===== src/rtl/control_pkg.sv =====
// Shared control-word layout, phase/class/fault encodings and helpers for the
// LEGv8 multi-cycle control sequencer.
package control_pkg;

  localparam int CW_WIDTH = 33;

  localparam int ALU_EN_BIT     = 32;
  localparam int ALU_BS_BIT     = 31;
  localparam int ALU_FS_LSB     = 26;
  localparam int RF_B_EN_BIT    = 25;
  localparam int RF_SA_LSB      = 20;
  localparam int RF_SB_LSB      = 15;
  localparam int RF_DA_LSB      = 10;
  localparam int RF_W_BIT       = 9;
  localparam int RAM_EN_BIT     = 8;
  localparam int RAM_W_BIT      = 7;
  localparam int PC_EN_BIT      = 6;
  localparam int PC_FS_LSB      = 4;
  localparam int PC_IS_BIT      = 3;
  localparam int STATUS_LD_BIT  = 2;
  localparam int NEXT_STATE_LSB = 0;

  localparam logic [CW_WIDTH-1:0] SAFE_CW = '0;

  typedef enum logic [1:0] {
    PH_FETCH = 2'd0,
    PH_EXEC  = 2'd1,
    PH_HALT  = 2'd2
  } phase_e;

  typedef enum logic [3:0] {
    CLS_R_ARITH = 4'd0,
    CLS_I_ARITH = 4'd1,
    CLS_LOG_IMM = 4'd2,
    CLS_MOVZ    = 4'd3,
    CLS_MOVK    = 4'd4,
    CLS_LDST    = 4'd5,
    CLS_BRANCH  = 4'd6,
    CLS_CBZ     = 4'd7,
    CLS_ILLEGAL = 4'd8
  } opclass_e;

  typedef enum logic [1:0] {
    FAULT_NONE    = 2'b00,
    FAULT_ILLEGAL = 2'b01,
    FAULT_LIMIT   = 2'b10
  } fault_e;

  // While the data RAM is busy, suppress every side effect that would commit
  // a result; addresses and selects still pass so the access stays stable.
  function automatic logic [CW_WIDTH-1:0] stall_cw(input logic [CW_WIDTH-1:0] cw);
    logic [CW_WIDTH-1:0] masked;
    masked                    = cw;
    masked[RF_W_BIT]          = 1'b0;
    masked[RAM_W_BIT]         = 1'b0;
    masked[STATUS_LD_BIT]     = 1'b0;
    masked[PC_FS_LSB +: 2]    = 2'b00;
    return masked;
  endfunction

endpackage


===== src/rtl/opcode_classifier.sv =====
// Combinational LEGv8 opcode decoder: instr[31:21] -> decoder slot index,
// with a separate flag for encodings no decoder handles.
module opcode_classifier
  import control_pkg::*;
(
  input  logic [10:0] opcode_i,
  output logic [2:0]  class_o,
  output logic        illegal_o
);

  opclass_e cls;

  // Field widths differ per format (R: 11, I: 10, IW: 9, CB: 8, B: 6 bits).
  always_comb begin
    cls = CLS_ILLEGAL;
    casez (opcode_i)
      11'b10001011000, 11'b10101011000,
      11'b11001011000, 11'b11101011000: cls = CLS_R_ARITH;
      11'b1001000100?, 11'b1011000100?,
      11'b1101000100?, 11'b1111000100?: cls = CLS_I_ARITH;
      11'b1001001000?, 11'b1011001000?,
      11'b1101001000?, 11'b1111001000?: cls = CLS_LOG_IMM;
      11'b110100101??:                  cls = CLS_MOVZ;
      11'b111100101??:                  cls = CLS_MOVK;
      11'b11111000010, 11'b11111000000: cls = CLS_LDST;
      11'b000101?????, 11'b100101?????: cls = CLS_BRANCH;
      11'b1011010????:                  cls = CLS_CBZ;
      default:                          cls = CLS_ILLEGAL;
    endcase
  end

  assign class_o   = cls[2:0];
  assign illegal_o = (cls == CLS_ILLEGAL);

endmodule


===== src/rtl/control_sequencer.sv =====
// Multi-cycle LEGv8 control sequencer: fetches into the instruction register,
// steps the execution sub-state and muxes the active decoder's control word.
module control_sequencer
  import control_pkg::*;
#(
  parameter int NUM_CLASSES = 8,
  parameter int EXEC_LIMIT  = 4
) (
  input  logic                            clock,
  input  logic                            reset,
  input  logic [31:0]                     imem_data,
  input  logic                            imem_valid,
  output logic                            imem_req,
  input  logic                            mem_ready,
  input  logic [4:0]                      status_in,
  input  logic [NUM_CLASSES*CW_WIDTH-1:0] cw_all,
  output logic [31:0]                     instr,
  output logic [1:0]                      state,
  output logic [4:0]                      flags,
  output logic [2:0]                      class_sel,
  output logic [CW_WIDTH-1:0]             cw_out,
  output logic                            halted,
  output logic [1:0]                      fault
);

  localparam int CNT_W = $clog2(EXEC_LIMIT + 1);

  phase_e             phase_q, phase_d;
  logic [31:0]        instr_q, instr_d;
  logic [1:0]         state_q, state_d;
  logic [4:0]         flags_q, flags_d;
  fault_e             fault_q, fault_d;
  logic [CNT_W-1:0]   cnt_q, cnt_d;

  logic               illegal;
  logic [CW_WIDTH-1:0] slot_w [NUM_CLASSES];
  logic [CW_WIDTH-1:0] slot_cw;
  logic [CNT_W-1:0]   cnt_inc;

  opcode_classifier u_classifier (
    .opcode_i  (instr_q[31:21]),
    .class_o   (class_sel),
    .illegal_o (illegal)
  );

  for (genvar k = 0; k < NUM_CLASSES; k++) begin : g_slot
    assign slot_w[k] = cw_all[k*CW_WIDTH +: CW_WIDTH];
  end

  assign slot_cw = slot_w[class_sel];
  assign cnt_inc = cnt_q + CNT_W'(1);

  // NOTE: every signal written here gets its default first, so no path through
  // the case/if tree can leave one unassigned and infer a latch.
  always_comb begin
    phase_d = phase_q;
    instr_d = instr_q;
    state_d = state_q;
    flags_d = flags_q;
    fault_d = fault_q;
    cnt_d   = cnt_q;
    cw_out  = SAFE_CW;

    case (phase_q)
      PH_FETCH: begin
        if (imem_valid) begin
          instr_d = imem_data;
          state_d = 2'b00;
          cnt_d   = '0;
          phase_d = PH_EXEC;
        end
      end
      PH_EXEC: begin
        if (illegal) begin
          phase_d = PH_HALT;
          fault_d = FAULT_ILLEGAL;
        end else if (slot_cw[RAM_EN_BIT] && !mem_ready) begin
          // Stalled: nothing commits, state and counter hold.
          cw_out = stall_cw(slot_cw);
        end else begin
          cw_out = slot_cw;
          if (slot_cw[STATUS_LD_BIT]) flags_d = status_in;
          cnt_d   = cnt_inc;
          state_d = slot_cw[NEXT_STATE_LSB +: 2];
          if (slot_cw[NEXT_STATE_LSB +: 2] == 2'b00) begin
            phase_d = PH_FETCH;
          end else if (cnt_inc == CNT_W'(EXEC_LIMIT)) begin
            state_d = state_q;
            phase_d = PH_HALT;
            fault_d = FAULT_LIMIT;
          end
        end
      end
      default: ;
    endcase
  end

  // NOTE: sequential state uses non-blocking assignments so every register
  // samples the pre-edge value of the others regardless of statement order.
  always_ff @(posedge clock or posedge reset) begin
    if (reset) begin
      phase_q <= PH_FETCH;
      instr_q <= '0;
      state_q <= 2'b00;
      flags_q <= '0;
      fault_q <= FAULT_NONE;
      cnt_q   <= '0;
    end else begin
      phase_q <= phase_d;
      instr_q <= instr_d;
      state_q <= state_d;
      flags_q <= flags_d;
      fault_q <= fault_d;
      cnt_q   <= cnt_d;
    end
  end

  assign imem_req = (phase_q == PH_FETCH);
  assign halted   = (phase_q == PH_HALT);
  assign instr    = instr_q;
  assign state    = state_q;
  assign flags    = flags_q;
  assign fault    = fault_q;

endmodule


===== config.mk =====
export PLATFORM = sky130hd
export DESIGN_NAME = control_sequencer
export DESIGN_NICKNAME = d
export VERILOG_FILES = /design/src/rtl/control_pkg.sv /design/src/rtl/opcode_classifier.sv /design/src/rtl/control_sequencer.sv
export SDC_FILE = /design/constraint.sdc
export NUM_CORES = 1
export LEC_CHECK = 0
export CAP_MARGIN = 10
export CORE_AREA = 2 2 149 151
export CTS_CLUSTER_SIZE = 12
export DETAILED_ROUTE_END_ITERATION = 12
export DIE_AREA = 0 0 151 153
export RECOVER_POWER = 25
export SETUP_SLACK_MARGIN = 0.3
export SLEW_MARGIN = 25
export SYNTH_ARGS = -nofsm -noshare
export SYNTH_HDL_FRONTEND = slang
export SYNTH_HIERARCHICAL = 1
export SYNTH_SLANG_ARGS = --single-unit

===== constraint.sdc =====
create_clock -name clock -period 3.1 [get_ports clock]
set_input_delay 0.62 -clock clock [delete_from_list [all_inputs] [get_ports clock]]
set_output_delay 0.62 -clock clock [all_outputs]
set_load 0.05 [all_outputs]

==> flow_metrics.py <==
metrics = {
    "drt": {
        "wl_met1_um": 7920,
        "detailroute.via_count": 4626,
        "average_wire_per_standard_cell_um": 21.1,
        "topRoutingLayerUsed": "met4",
        "drtPass1Iterations": 4,
        "drt_initial_violations": 127,
        "route.final.wire_length_um": 21600,
        "met3_wirelength_um": 2050,
        "post-route-drc-count": 0,
        "ant_nets": 0,
        "vias_per_cell": 4.53,
        "route.met2.wl_um": 11100,
    },
    "timing": {
        "setup_violations": 33,
        "report.final.hold_viol_count": 0,
        "maxSlewViolCount": 0,
        "tightestPinTransition_ns": 1.07,
        "setup_slack_ns": -0.357,
        "timing.final.crit_period_ns": 3.46,
        "finClkSkew_ns": 0.00470,
        "unrepaired_setup_endpoints_after_global_routing": "true",
        "achievable-frequency_mhz": 289,
        "max-slew-margin-rel_pct": 28.5,
        "finalSetupTns_ns": -9.08,
        "final_min_period_over_clock_period_pct": 112,
        "hold-worst-slack_ns": 0.494,
    },
    "grt": {
        "grt_start_max_net_pins": 33,
        "grt_antenna_before_repair": 3,
        "grt.total_usage_pct": 17.7,
        "first_global_vias": 5215,
        "globalRouteOverflowTotal": 0,
        "wire_length_of_the_first_global_routing_pass_um": 31100,
    },
    "synth": {
        "synth.top_cells.by_area": "sky130_fd_sc_hd__mux4_2 35%, sky130_fd_sc_hd__dfrtp_1 28%, sky130_fd_sc_hd__mux2_2 8.7%, sky130_fd_sc_hd__mux2i_1 7.7%, sky130_fd_sc_hd__nor2_1 3.4%",
        "synth_edf_count": 0,
        "postSynthNetCount": 617,
        "synth.cell_area_sq_um": 4130,
        "syn_area_per_cell_sq_um": 13.3,
        "synth_top_area_cell": "sky130_fd_sc_hd__mux4_2",
        "synth.distinct_cells": 47,
        "synth_top_area_share_pct": 35.4,
        "synth-seq-cells": 46,
        "ys_seq_area_share_pct": 27.8,
        "dominantRegCellSynth": "sky130_fd_sc_hd__dfrtp_1",
        "synth_cells": 310,
        "synthArstFlopShare_pct": 100,
        "yosys_warnings": 6,
    },
    "cells_and_area": {
        "finish.instance_area_sq_um": 10100,
        "num-nets-final": 1043,
        "areaGrowthSynthToFinish_pct": 144,
        "post_route_cells_drive_above_1_share_pct": 41.5,
        "finalNonFillerCells": 1021,
    },
    "power_and_ir_drop": {
        "power_density_nw_per_um2": 216,
        "power.static_leakage_uw": 0.00361,
        "power.ir.vdd_worst_mv": 0.416,
    },
    "floorplanning": {
        "fp.dieArea_sq_um": 23100,
        "die_w_um": 151,
        "row_count": 54,
        "die_h_um": 153,
        "top_level_ports": 384,
        "core_region_area_sq_um": 21500,
        "initial_core_util_pct": 19.2,
    },
    "placement": {
        "routability_congestion_estimate": 0.833,
        "place_worst_setup_slack_ns": -0.188,
        "dp.cells": 987,
        "post_dp_cell_area_sq_um": 9150,
        "port_buffers": 383,
        "dpl.hpwl_um": 17400,
    },
    "critical_path": {
        "end_kind": "output port",
        "worstPathMaxFanout": 3,
        "timing.critical_path.from_type": "flop",
        "worstPathRequired_ns": 2.48,
        "worst_ep_arrival_time_ns": 2.84,
        "criticalPathCategory": "flop to output port",
    },
    "clock_tree": {
        "clock_latency_ns": 0.29,
        "max-clock-path-buffers": 2,
        "cts.htree.levels": 2,
        "tritoncts": "yes",
        "root_buffer": "sky130_fd_sc_hd__clkbuf_16",
        "cts_made_buffers": 5,
        "clock_sinks": 46,
        "clkSlewWorstSetupHoldPaths_ns": 0.07,
    },
    "job": {
        "cap_violations": 0,
    },
    "run_status": {
        "status": "finished, violations left",
        "failed_checks": "negative setup slack",
    },
    "hold_path": {
        "worstHoldPathType": "flop to flop",
    },
}
## per-stage QoR
step | util, % | total power, uW
final | 47.0 | 2180
after global routing | 47.0 | 2280
after CTS | 45.7 | 2180
after detailed placement | 42.6 | 1520
after global placement | 42.6 | 1510
after floorplan | - | 1010
## layout make-up
type	count	area [sq um]
Timing Repair Buffer	446	4900
Inverter	6	26.3
Sequential cell	46	1160
Clock buffer	6	129
Antenna cell	4	10.0
Multi-Input combinational cell	231	3490
Fill cell	1929	11400
Clock inverter	2	37.5
Tap cell	280	350
## synth_stat cells (all sizes together) (3+ instances only)
| master | number |
|---|---|
| mux4 | 66 |
| dfrtp | 46 |
| mux2 | 38 |
| nor2 | 37 |
| mux2i | 33 |
| clkbuf | 14 |
| buf | 13 |
| nand2 | 7 |
| inv | 6 |
| a21oi | 5 |
| nand2b | 5 |
| o21ai | 4 |
| nand3 | 3 |
| o31ai | 3 |
| or3b | 3 |
## report_power, final
part | total [uW] | internal, uW | leakage (uW) | switching (uW)
Combinational | 911 | 578 | 0.00296 | 333
Sequential | 664 | 632 | 0.000572 | 31.9
Clock | 609 | 381 | 0.0000771 | 228
Total | 2180 | 1590 | 0.00361 | 593
## critical path: stages, from the launching register on
cell and delay [ns]:
sky130_fd_sc_hd__dfrtp_2 0.43, sky130_fd_sc_hd__nor4b_4 0.30, sky130_fd_sc_hd__mux2_4 0.21, sky130_fd_sc_hd__nand3_4 0.07, sky130_fd_sc_hd__o31ai_4 0.07, sky130_fd_sc_hd__buf_6 0.16, sky130_fd_sc_hd__mux4_2 0.52, sky130_fd_sc_hd__mux2i_4 0.21
sky130_fd_sc_hd__o21bai_4 0.07, sky130_fd_sc_hd__or2_4 0.28, sky130_fd_sc_hd__clkinvlp_4 0.09, sky130_fd_sc_hd__buf_12 0.13
## path summary, 6_finish.rpt
check	from	to	slack, ns	depth (start not counted)
worst max-delay path	instr[25]	cw_out[2]	-0.36	11
worst min-delay path	state[0]	state[0]	0.49	1
worst max register to register	instr[25]	state[0]	0.05	15
worst min register to register	state[0]	state[0]	0.49	1
max in group asynchronous	reset	flags[2]	0.59	3
min in group asynchronous	reset	instr[19]	1.05	2
## per-layer routing
metal  GRT usage (%)  up-vias
met5               0        -
met4            5.30        0
met3            5.01       27
met2            31.9      226
met1            20.2     2272
li1                -     2101
## flip-flops by register name, summed over array words and instances, names as in the netlist
register and cells:
fault 2, instr 32, phase_q 2, flags 5, cnt_q 3, state 2
## cell usage in the layout, fill, tap and decap left out, types with 3 or more instances in the layout
cell	Yosys	final
sky130_fd_sc_hd__buf_16	0	8
sky130_fd_sc_hd__mux4_2	65	66
sky130_fd_sc_hd__dfrtp_2	0	10
sky130_fd_sc_hd__mux2i_4	1	21
sky130_fd_sc_hd__mux2_2	32	32
sky130_fd_sc_hd__buf_6	1	21
sky130_fd_sc_hd__nor2_1	37	5
sky130_fd_sc_hd__inv_1	6	5
sky130_fd_sc_hd__mux2i_2	0	11
sky130_fd_sc_hd__nor2_4	0	32
sky130_fd_sc_hd__dfrtp_1	46	36
sky130_fd_sc_hd__clkbuf_16	0	6
sky130_fd_sc_hd__buf_12	0	27
sky130_fd_sc_hd__a21oi_1	5	3
sky130_fd_sc_hd__buf_4	1	29
sky130_fd_sc_hd__nand2_1	7	5
sky130_fd_sc_hd__buf_8	0	12
sky130_fd_sc_hd__mux2_4	5	6
sky130_fd_sc_hd__diode_2	0	4
sky130_fd_sc_hd__clkdlybuf4s50_1	0	346
## kinds of logic (layout without fill, tap and decap cells)
| kind of cell | after synthesis | in the layout | synth area share [%] |
|---|---|---|---|
| compound gates | 24 | 24 | 4.36 |
| xor+xnor | 1 | 1 | 0.212 |
| simple gates | 67 | 67 | 8.29 |
| other cells | 0 | 4 | 0 |
| mux | 137 | 137 | 55.1 |
| flops | 46 | 46 | 27.8 |
| buf+inv | 33 | 460 | 3.54 |
| fa+ha+maj | 2 | 2 | 0.605 |
## repair_timing
action                                  in CTS  in global routing
pin swaps                                   17                 15
buffers inserted                            11                  5
hold endpoints to repair                     0                  0
gates resized for setup                     59                 38
cloned                                       5                  1
endpoints found under the setup margin      44                 45
hold buffers                                 0                  0
No activity file was read; power rests on OpenSTA's default activity.
